==> config.mk <==
export PLATFORM = sky130hd
export DESIGN_NAME = nonce_result_scan_flat
export DESIGN_NICKNAME = d
export VERILOG_FILES = /design/src/rtl/nonce_result_scan_if.sv /design/src/rtl/nonce_result_scan.sv /design/src/flat_wrapper.sv
export SDC_FILE = /design/constraint.sdc
export NUM_CORES = 1
export LEC_CHECK = 0
export CORE_UTILIZATION = 50
export DETAILED_ROUTE_END_ITERATION = 16
export PLACE_DENSITY = 0.9
export SYNTH_ARGS = -nofsm -noshare
export SYNTH_HDL_FRONTEND = slang
export SYNTH_SLANG_ARGS = --single-unit
==> constraint.sdc <==
create_clock -name clk -period 3.8 [get_ports clk]
set_input_delay 0.76 -clock clk [delete_from_list [all_inputs] [get_ports clk]]
set_output_delay 0.76 -clock clk [all_outputs]
set_load 0.005 [all_outputs]
==> src/rtl/nonce_result_scan_if.sv <==
// Shared memory port between the nonce result scanner and its memory.
interface nonce_result_scan_if;
   localparam int unsigned AW = 16;
   localparam int unsigned DW = 32;

   logic          mem_clk;
   logic          mem_we;
   logic [AW-1:0] mem_addr;
   logic [DW-1:0] mem_write_data;
   logic [DW-1:0] mem_read_data;

   modport master (
      output mem_clk,
      output mem_we,
      output mem_addr,
      output mem_write_data,
      input  mem_read_data
   );

   modport slave (
      input  mem_clk,
      input  mem_we,
      input  mem_addr,
      input  mem_write_data,
      output mem_read_data
   );
endinterface

==> src/rtl/nonce_result_scan.sv <==
// Scans NUM_NONCES H0 words from memory, tracks minimum and target hits,
// then writes a two-word summary (min_hash, packed flags) back to memory.
module nonce_result_scan #(
   parameter int unsigned NUM_NONCES = 16
) (
   input  logic        clk,
   input  logic        reset_n,
   input  logic        start,
   input  logic [15:0] input_addr,
   input  logic [15:0] result_addr,
   input  logic [31:0] target,
   output logic        done,
   output logic        found,
   output logic [5:0]  hit_count,
   output logic [4:0]  first_hit_nonce,
   output logic [4:0]  best_nonce,
   output logic [31:0] min_hash,
   nonce_result_scan_if.master mem
);
   localparam int unsigned AW = 16;
   localparam int unsigned DW = 32;
   localparam int unsigned IW = 5;
   localparam int unsigned CW = 6;

   typedef enum logic [2:0] {
      S_IDLE, S_ISSUE, S_READ, S_WRITE0, S_WRITE1, S_DONE
   } state_t;

   state_t        state_q, state_d;
   logic [IW-1:0] idx_q, idx_d;
   logic          mem_we_q, mem_we_d;
   logic [AW-1:0] mem_addr_q, mem_addr_d;
   logic [DW-1:0] mem_wdata_q, mem_wdata_d;
   logic          done_q, done_d;
   logic          found_q, found_d;
   logic [CW-1:0] hit_count_q, hit_count_d;
   logic [IW-1:0] first_q, first_d;
   logic [IW-1:0] best_q, best_d;
   logic [DW-1:0] min_q, min_d;

   logic word_lt_min, word_hit, more_addr, last_word;

   // Memory shares the block clock.
   assign mem.mem_clk        = clk;
   assign mem.mem_we         = mem_we_q;
   assign mem.mem_addr       = mem_addr_q;
   assign mem.mem_write_data = mem_wdata_q;

   assign done            = done_q;
   assign found           = found_q;
   assign hit_count       = hit_count_q;
   assign first_hit_nonce = first_q;
   assign best_nonce      = best_q;
   assign min_hash        = min_q;

   // Compare terms for the word arriving this cycle; address lookahead uses offsets so base wrap is harmless.
   assign word_lt_min = mem.mem_read_data < min_q;
   assign word_hit    = mem.mem_read_data < target;
   assign more_addr   = (CW'(idx_q) + CW'(2)) < CW'(NUM_NONCES);
   assign last_word   = idx_q == IW'(NUM_NONCES - 1);

   // State and datapath registers.
   always_ff @(posedge clk or negedge reset_n) begin
      if (!reset_n) begin
         state_q     <= S_IDLE;
         idx_q       <= '0;
         mem_we_q    <= 1'b0;
         mem_addr_q  <= '0;
         mem_wdata_q <= '0;
         done_q      <= 1'b0;
         found_q     <= 1'b0;
         hit_count_q <= '0;
         first_q     <= '0;
         best_q      <= '0;
         min_q       <= '1;
      end else begin
         state_q     <= state_d;
         idx_q       <= idx_d;
         mem_we_q    <= mem_we_d;
         mem_addr_q  <= mem_addr_d;
         mem_wdata_q <= mem_wdata_d;
         done_q      <= done_d;
         found_q     <= found_d;
         hit_count_q <= hit_count_d;
         first_q     <= first_d;
         best_q      <= best_d;
         min_q       <= min_d;
      end
   end

   // Next-state and next-register values.
   always_comb begin
      state_d     = state_q;
      idx_d       = idx_q;
      mem_we_d    = mem_we_q;
      mem_addr_d  = mem_addr_q;
      mem_wdata_d = mem_wdata_q;
      done_d      = done_q;
      found_d     = found_q;
      hit_count_d = hit_count_q;
      first_d     = first_q;
      best_d      = best_q;
      min_d       = min_q;

      case (state_q)
         S_IDLE, S_DONE: begin
            if (state_q == S_DONE) begin
               mem_we_d = 1'b0;
               done_d   = 1'b1;
            end
            if (start) begin
               mem_addr_d  = input_addr;
               idx_d       = '0;
               mem_we_d    = 1'b0;
               done_d      = 1'b0;
               found_d     = 1'b0;
               hit_count_d = '0;
               first_d     = '0;
               best_d      = '0;
               min_d       = '1;
               state_d     = S_ISSUE;
            end
         end
         S_ISSUE: begin
            mem_addr_d = input_addr + AW'(1);
            state_d    = S_READ;
         end
         S_READ: begin
            if (more_addr) mem_addr_d = input_addr + AW'(idx_q) + AW'(2);
            if (word_lt_min) begin
               min_d  = mem.mem_read_data;
               best_d = idx_q;
            end
            if (word_hit) begin
               hit_count_d = hit_count_q + CW'(1);
               if (!found_q) begin
                  found_d = 1'b1;
                  first_d = idx_q;
               end
            end
            if (last_word) state_d = S_WRITE0;
            else           idx_d   = idx_q + IW'(1);
         end
         S_WRITE0: begin
            mem_we_d    = 1'b1;
            mem_addr_d  = result_addr;
            mem_wdata_d = min_q;
            state_d     = S_WRITE1;
         end
         S_WRITE1: begin
            mem_we_d    = 1'b1;
            mem_addr_d  = result_addr + AW'(1);
            mem_wdata_d = {found_q, 9'd0, hit_count_q, 3'd0, first_q, 3'd0, best_q};
            state_d     = S_DONE;
         end
         default: state_d = S_IDLE;
      endcase
   end
endmodule

==> src/flat_wrapper.sv <==
// flat-port wrapper written by rule: the top's interface ports become plain ports
module nonce_result_scan_flat 
#(
   parameter int unsigned NUM_NONCES = 16
)
  (clk, reset_n, start, input_addr, result_addr, target, done, found, hit_count, first_hit_nonce, best_nonce, min_hash, mem_mem_clk, mem_mem_we, mem_mem_addr, mem_mem_write_data, mem_mem_read_data);
  nonce_result_scan_if mem_i ();
  input  logic clk;
  input  logic reset_n;
  input  logic start;
  input  logic [15:0] input_addr;
  input  logic [15:0] result_addr;
  input  logic [31:0] target;
  output logic done;
  output logic found;
  output logic [5:0] hit_count;
  output logic [4:0] first_hit_nonce;
  output logic [4:0] best_nonce;
  output logic [31:0] min_hash;
  output wire logic [$bits(mem_i.mem_clk)-1:0] mem_mem_clk;
  output wire logic [$bits(mem_i.mem_we)-1:0] mem_mem_we;
  output wire logic [$bits(mem_i.mem_addr)-1:0] mem_mem_addr;
  output wire logic [$bits(mem_i.mem_write_data)-1:0] mem_mem_write_data;
  input wire logic [$bits(mem_i.mem_read_data)-1:0] mem_mem_read_data;
  assign mem_mem_clk = mem_i.mem_clk;
  assign mem_mem_we = mem_i.mem_we;
  assign mem_mem_addr = mem_i.mem_addr;
  assign mem_mem_write_data = mem_i.mem_write_data;
  assign mem_i.mem_read_data = mem_mem_read_data;
  nonce_result_scan #(.NUM_NONCES(NUM_NONCES)) u_core (.clk(clk), .reset_n(reset_n), .start(start), .input_addr(input_addr), .result_addr(result_addr), .target(target), .done(done), .found(found), .hit_count(hit_count), .first_hit_nonce(first_hit_nonce), .best_nonce(best_nonce), .min_hash(min_hash), .mem(mem_i));
endmodule
==> out/summary.log, run 1 <==
qor: status.outcome complete, no violations
qor: floorplan.chipWidth 123.4 µm
qor: clock_network.clkSlewWorstSetupHoldPaths 0.07 ns
qor: power_and_ir_drop.p_total 7.715 mW
qor: place.post_dp_cell_area 9572 µm²
qor: sta.slew_headroom 47.80%
qor: routing.wl_per_cell 18.61 µm
qor: logic_synthesis.synth_area 7368 µm²
qor: place.cell_count_after_placement 1185
qor: grt.number_of_global_route_vias_before_repair 7198
qor: worst_setup_path.worst-endpoint-arrival 3.84 ns
qor: layout.finish.net_count 1195
qor: layout.fillerInstances 1049
qor: sta.final_hold_viol_count 0
qor: floorplan.core-area 14150 µm²
qor: worst_setup_path.rrSetupSlack 0.68 ns
qor: run.max_cap_viol_count 0
qor: place.port_buffers 198
qor: routing.dr.pass1.iters 7
qor: layout.antenna-diode-count 0
qor: logic_synthesis.synthesized_area_per_cell 8.910 µm²
qor: power_and_ir_drop.power_density 777.7 nW/µm²
qor: worst_setup_path.crit_type in -> reg
qor: hold_path.holdCritPathClass in -> async
qor: floorplan.die-height 123.4 µm
qor: routing.routed-via-count 7251
qor: sta.final_worst_path_period_share 90.46%
qor: grt.globalRouteOverflowTotal 0
qor: logic_synthesis.yosys_warnings 0
qor: floorplan.initial_util 52.07%
qor: sta.layout_min_cycle_time 3.437 ns
qor: place.preCtsSetupSlack -0.2123 ns
qor: sta.clock.fmax 290.9 MHz
qor: routing.drt_drc_violations_left 0
qor: layout.post-route-cell-area 9921 µm²
qor: power_and_ir_drop.p_leak 4.546 nW
qor: logic_synthesis.synthDistinctLibCells 68
qor: worst_setup_path.timing.critical_path.from mem_mem_read_data[17]
qor: worst_setup_path.worst_ep_required_time 4.20 ns
qor: routing.drtIter0Drc 701
qor: logic_synthesis.ys_dominant_reg_cell dfrtp_1
qor: place.dpl.hpwl 16.69 mm
qor: sta.max_slew_vio_count 0
qor: place.routabilityCongestion 0.9149
qor: logic_synthesis.fraction_of_synthesized_cell_area_taken_by_the_top_area_cell_type 25.47%
qor: routing.route.detailed.vias_per_inst 6.022
qor: logic_synthesis.ys_async_sr_fraction 100.0%
qor: layout.areaGrowthSynthToFinish 34.64%
qor: grt.number_of_antenna_violations_at_the_first_check_in_global_routing 0
qor: grt.grt_pass1_wl 36.28 mm
qor: worst_setup_path.worst_r2r_path_depth 10
qor: logic_synthesis.synth_top_cells_by_area dfrtp_1 (25%), ha_1 (13%), dfstp_2 (11%)
qor: logic_synthesis.synth_enable_flop_cells 0
qor: sta.unrepaired_setup_endpoints_after_global_routing no
qor: grt.globalRouteTotalUtil 31.21%
qor: logic_synthesis.synth_seq_cells 107
qor: worst_setup_path.critPathLaunchType input pin
qor: logic_synthesis.synthTopCellsByCount nand2_1 (101), inv_1 (85), ha_1 (76)
qor: logic_synthesis.synth_cells 827
qor: routing.totalWireLength 22.41 mm
qor: worst_setup_path.worst-path-max-fanout 12
qor: clock_network.number_of_buffers_added_to_fix_hold_violations_after_cts 0
qor: logic_synthesis.synth_top_area_cell dfrtp_1
qor: layout.final_cells 1204
qor: worst_setup_path.worstReg2RegEnd u_core.mem.mem_addr[14]
qor: sta.tightest_slew 0.7722 ns
qor: logic_synthesis.cell_with_the_most_instances_after_synthesis nand2_1
qor: routing.postRouteAntennaNets 0
qor: sta.largest_clock_skew_in_the_final_design 0.01152 ns
qor: clock_network.cts_tree done
qor: logic_synthesis.mappedNetlistNets 1003
qor: layout.fraction_of_final_layout_cells_with_drive_strength_greater_than_1 8.301%
qor: sta.finalSetupViolCount 0
qor: worst_setup_path.critPathCaptureType flop
qor: worst_setup_path.startpoint_of_the_worst_slack_reg_to_reg_timing_path u_core.state_q[2]
qor: floorplan.dieArea 15230 µm²
qor: sta.setup_slack 0.3625 ns
qor: logic_synthesis.ys_seq_area_share 36.88%
qor: clock_network.clock_insertion_delay_at_the_later_pin_of_the_skew_report 0.47 ns
qor: grt.grt_start_max_net_pins 67
qor: floorplan.std_cell_rows 43
qor: floorplan.ioPinCount 199
qor: power_and_ir_drop.max_vdd_drop 0.3798 mV
qor: sta.tns 0 ns
-- per-stage QoR --
step	util, %	hold WS [ns]
2_1_floorplan	-	0.4644
3_3_place_gp	67.65	0.4618
3_5_place_dp	67.65	0.4700
4_1_cts	70.09	0.2947
5_1_grt	70.11	0.3186
6_report	70.11	0.2843
-- flip-flops by register name (all words and copies together) (netlist names) --
signal,cells
u_core.mem.mem_addr,16
u_core.first_hit_nonce,5
u_core.hit_count,6
u_core.state_q,3
u_core.min_hash,32
u_core.found,1
u_core.idx_q,5
u_core.best_nonce,5
u_core.mem.mem_write_data,32
u_core.mem.mem_we,1
u_core.done,1
-- per-layer routing --
metal | wire length [µm] | vias to the layer above | global-route usage, % | part of all wire (%)
met3 | 1575 | 62 | 6.089 | 7.0
met4 | 937 | 0 | 17.24 | 4.2
met2 | 10770 | 312 | 51.22 | 48
met5 | 0 | - | 0 | 0
met1 | 9133 | 3510 | 38.51 | 41
li1 | - | 3367 | - | -
-- power by group --
part,total (mW),internal (mW),switching (mW)
logic,4.33,2.13,2.20
registers,2.31,1.81,0.497
clock network,1.07,0.603,0.472
-- worst max-delay path: stages --
cell	delay [ns]
clkdlybuf4s50_1	0.46
ha_1	0.34
a21oi_1	0.15
o21ai_0	0.20
a2111oi_0	0.40
o211ai_1	0.24
a21oi_2	0.47
nor3b_1	0.57
a22o_1	0.23
-- logic make-up (layout without fill, tap and decap cells) --
logic type / after synthesis / in the layout / synth area share, %
buffers and inverters: 123 / 320 / 6.555
flip-flops: 107 / 107 / 36.88
XOR/XNOR: 30 / 30 / 3.566
AO/OA/AOI/OAI: 233 / 233 / 22.16
adder cells (fa/ha/maj): 77 / 77 / 13.18
multiplexers: 19 / 19 / 2.836
AND/OR/NAND/NOR: 238 / 238 / 14.82
-- how the worst max path moves through the flow --
stage | to | slack, ns
after CTS | u_core.first_hit_nonce[3] | 0.17
after floorplan | u_core.mem.mem_addr[5] | 0.90
after global routing | u_core.first_hit_nonce[1] | 0.24
after global placement | u_core.first_hit_nonce[4] | -0.02
final | u_core.first_hit_nonce[3] | 0.36
after detailed placement | u_core.first_hit_nonce[3] | -0.21
-- layout by cell type, fill, tap and decap left out, types with 7 or more instances in the layout --
cell / instances
a211oi_1: 12
a21oi_1: 41
a22o_1: 7
a31oi_1: 23
and3_1: 8
buf_4: 17
clkbuf_16: 12
clkdlybuf4s50_1: 197
dfrtp_1: 75
dfstp_2: 32
ha_1: 76
inv_1: 85
mux2i_1: 13
nand2_1: 101
nand3_1: 25
nand4_1: 15
nor2_1: 50
nor3_1: 12
o211ai_1: 7
o21ai_0: 44
o22a_1: 32
o22ai_1: 11
xnor2_1: 18
xor2_1: 12
-- final cells by class --
class                           instances  area [µm²]  area share, %
Tap cell                              180       225.2          2.270
Inverter                               85       319.1          3.216
Timing Repair Buffer                  215        2130          21.47
Multi-Input combinational cell        597        4174          42.07
Clock inverter                          5       37.54         0.3784
Sequential cell                       107        2718          27.39
Clock buffer                           15       317.8          3.203
-- repair_timing --
item,in CTS,in global routing
endpoints found under the setup margin,0,5
endpoints found under the hold margin,0,0
setup buffers,0,0
gates resized for setup,0,1
(Power assumes the default switching activity.)
==> inputs of run 2 (changes only) <==
Settings changed: CELL_PAD_IN_SITES_DETAIL_PLACEMENT set to 0, CELL_PAD_IN_SITES_GLOBAL_PLACEMENT set to 2, CORE_MARGIN set to 4, CORE_UTILIZATION 50 to 29, PLACE_DENSITY 0.9 to 0.89.
==> run 2 against run 1 <==
Effect of this change: cell count is 14% higher; final area is 3.4% higher; clock skew shrank 0.0010 ns.
==> out/summary.log, run 2 (same netlist as run 1, synthesis figures left out) <==
qor: layout.areaGrowthSynthToFinish 39.17%
qor: routing.dr.pass1.iters 7 [unchanged]
qor: sta.tightest_slew 0.7295 ns [-0.04265 ns]
qor: floorplan.initial_util 29.35% [-23 points]
qor: routing.totalWireLength 24.31 mm [+8.5%]
qor: sta.slew_headroom 50.95% [+3.2 points]
qor: place.cell_count_after_placement 1353 [+14%]
qor: grt.globalRouteTotalUtil 17.08% [-14 points]
qor: clock_network.clock_insertion_delay_at_the_later_pin_of_the_skew_report 0.46 ns [about the same]
qor: worst_setup_path.worst_ep_required_time 3.04 ns [-1.16 ns]
qor: worst_setup_path.crit_path_max_incr_delay 0.43 ns [-0.14 ns]
qor: place.port_buffers 198 [unchanged]
qor: worst_setup_path.worst-path-max-fanout 2 [-10]
qor: layout.final_cells 1372 [+14%]
qor: power_and_ir_drop.p_seq_share 29.5% [-0.4 points]
qor: layout.fraction_of_final_layout_cells_with_drive_strength_greater_than_1 9.789% [+1.5 points]
qor: worst_setup_path.worst_r2r_path_depth 10 [unchanged]
qor: clock_network.post_cts_setup_bufs 0 [unchanged]
qor: sta.unrepaired_setup_endpoints_after_global_routing no
qor: layout.post-route-cell-area 10250 µm² [+3.4%]
qor: worst_setup_path.crit_type clk -> out
qor: hold_path.holdCritPathClass in -> async
qor: power_and_ir_drop.power_report.internal_total 4.583 mW [+0.86%]
qor: power_and_ir_drop.p_leak 4.628 nW [+1.8%]
qor: routing.routed-via-count 6924 [-4.5%]
qor: worst_setup_path.critical_path.cell_chain clkbuf_16 -> clkbuf_16 -> clkdlybuf4s50_1
qor: clock_network.clkSlewWorstSetupHoldPaths 0.07 ns [about the same]
qor: floorplan.std_cell_rows 58 [+35%]
qor: worst_setup_path.worst-endpoint-arrival 2.58 ns [-1.26 ns]
qor: layout.final_util 40.84% [-29 points]
qor: layout.finish.net_count 1213 [+1.5%]
qor: sta.tns 0 ns [unchanged]
qor: sta.finalSetupViolCount 0 [unchanged]
qor: worst_setup_path.cpMaxStageDelayCell clkdlybuf4s50_1
qor: grt.grt_pass1_wl 38.77 mm [+6.9%]
qor: power_and_ir_drop.comb_power_share 56.5% [+0.3 points]
qor: layout.antenna-diode-count 0 [unchanged]
qor: run.max_cap_viol_count 0 [unchanged]
qor: routing.drtIter0Drc 366 [-48%]
qor: worst_setup_path.critPathLaunchType clock port
qor: routing.wl_per_cell 17.72 µm [-4.8%]
qor: grt.number_of_antenna_violations_at_the_first_check_in_global_routing 1 [+1]
qor: routing.route.detailed.vias_per_inst 5.047 [-16%]
qor: sta.worst_hold_slack 0.2165 ns [-0.06781 ns]
qor: worst_setup_path.critPathCaptureType primary output
qor: clock_network.number_of_buffers_added_to_fix_hold_violations_after_cts 0 [unchanged]
qor: layout.final_cell_mix clkdlybuf4s50_1 (197), nand2_1 (101), inv_1 (85)
qor: floorplan.chipWidth 167.4 µm [+36%]
qor: sta.largest_clock_skew_in_the_final_design 0.01047 ns [-0.001047 ns]
qor: grt.globalRouteOverflowTotal 0 [unchanged]
qor: clock_network.post_cts_resize_count 0 [unchanged]
qor: floorplan.ioPinCount 199 [unchanged]
qor: place.routabilityCongestion 0.8208 [-10%]
qor: sta.max_slew_vio_count 0 [unchanged]
qor: status.outcome complete, no violations
qor: floorplan.dieArea 28020 µm² [+84%]
qor: grt.number_of_global_route_vias_before_repair 6947 [-3.5%]
qor: power_and_ir_drop.max_vdd_drop 0.3722 mV [-2.0%]
qor: floorplan.die-height 167.4 µm [+36%]
qor: routing.drt_drc_violations_left 0 [unchanged]
qor: routing.postRouteAntennaNets 0 [unchanged]
qor: power_and_ir_drop.power.switching 3.127 mW [-1.4%]
qor: place.preCtsSetupSlack 0.08464 ns [+0.2969 ns]
qor: worst_setup_path.crit_top_cell clkbuf_16
qor: place.post_dp_cell_area 9907 µm² [+3.5%]
qor: grt.grt_start_max_net_pins 85 [+27%]
qor: place.dpl.hpwl 18.28 mm [+9.5%]
qor: power_and_ir_drop.power_density 751.9 nW/µm² [-3.3%]
qor: floorplan.core-area 25110 µm² [+77%]
qor: clock_network.cts_tree done
qor: sta.setup_slack 0.4627 ns [+0.1001 ns]
qor: layout.final_common_cell clkdlybuf4s50_1
qor: power_and_ir_drop.clkPwrFrac 14.1% [+0.2 points]
qor: sta.final_hold_viol_count 0 [unchanged]
qor: power_and_ir_drop.power.switching_fraction 40.56% [-0.54 points]
qor: power_and_ir_drop.p_total 7.711 mW [about the same]
run 2: power groups by stage:
stage | Clock, mW | Combinational, mW | Sequential (mW)
6_report | 1.08 | 4.35 | 2.27
5_1_grt | 1.17 | 4.81 | 2.36
4_1_cts | 1.12 | 4.40 | 2.28
3_5_place_dp | 0.0222 | 4.37 | 2.29
3_3_place_gp | 0.0222 | 4.34 | 2.29
2_1_floorplan | 0.0171 | 2.35 | 2.20
run 2: path summary, 6_finish.rpt:
path | to | from | slack, ns
setup / recovery | mem_mem_clk | clk | 0.46
hold / removal | u_core.mem.mem_addr[1] | reset_n | 0.22
setup reg to reg | u_core.mem.mem_addr[14] | u_core.state_q[1] | 0.85
hold reg to reg | u_core.mem.mem_write_data[13] | u_core.mem.mem_write_data[13] | 0.49
max in group asynchronous | u_core.min_hash[4] | reset_n | 2.76
min in group clk | u_core.mem.mem_write_data[13] | u_core.mem.mem_write_data[13] | 0.49
run 2: worst max-delay path: cells and delay by family:
family,cells,cell delay (ns)
buffers and inverters,3,0.68
run 2: area by class of cell:
class	instances	area, µm²
timing repair buffer	233	2277
clock inverter	4	26.28
fill	2553	14850
multi-input combinational	597	4170
sequential	107	2718
clock buffer	16	331.6
tap	330	412.9
inverter	85	319.1
run 2: per-layer routing:
metal,vias to the layer above,GRT usage (%),share of wire [%]
met5,-,0,0.033
met4,2,3.670,0.95
met3,22,4.438,6.6
met2,212,27.33,45
met1,3290,23.40,47
li1,3398,-,-
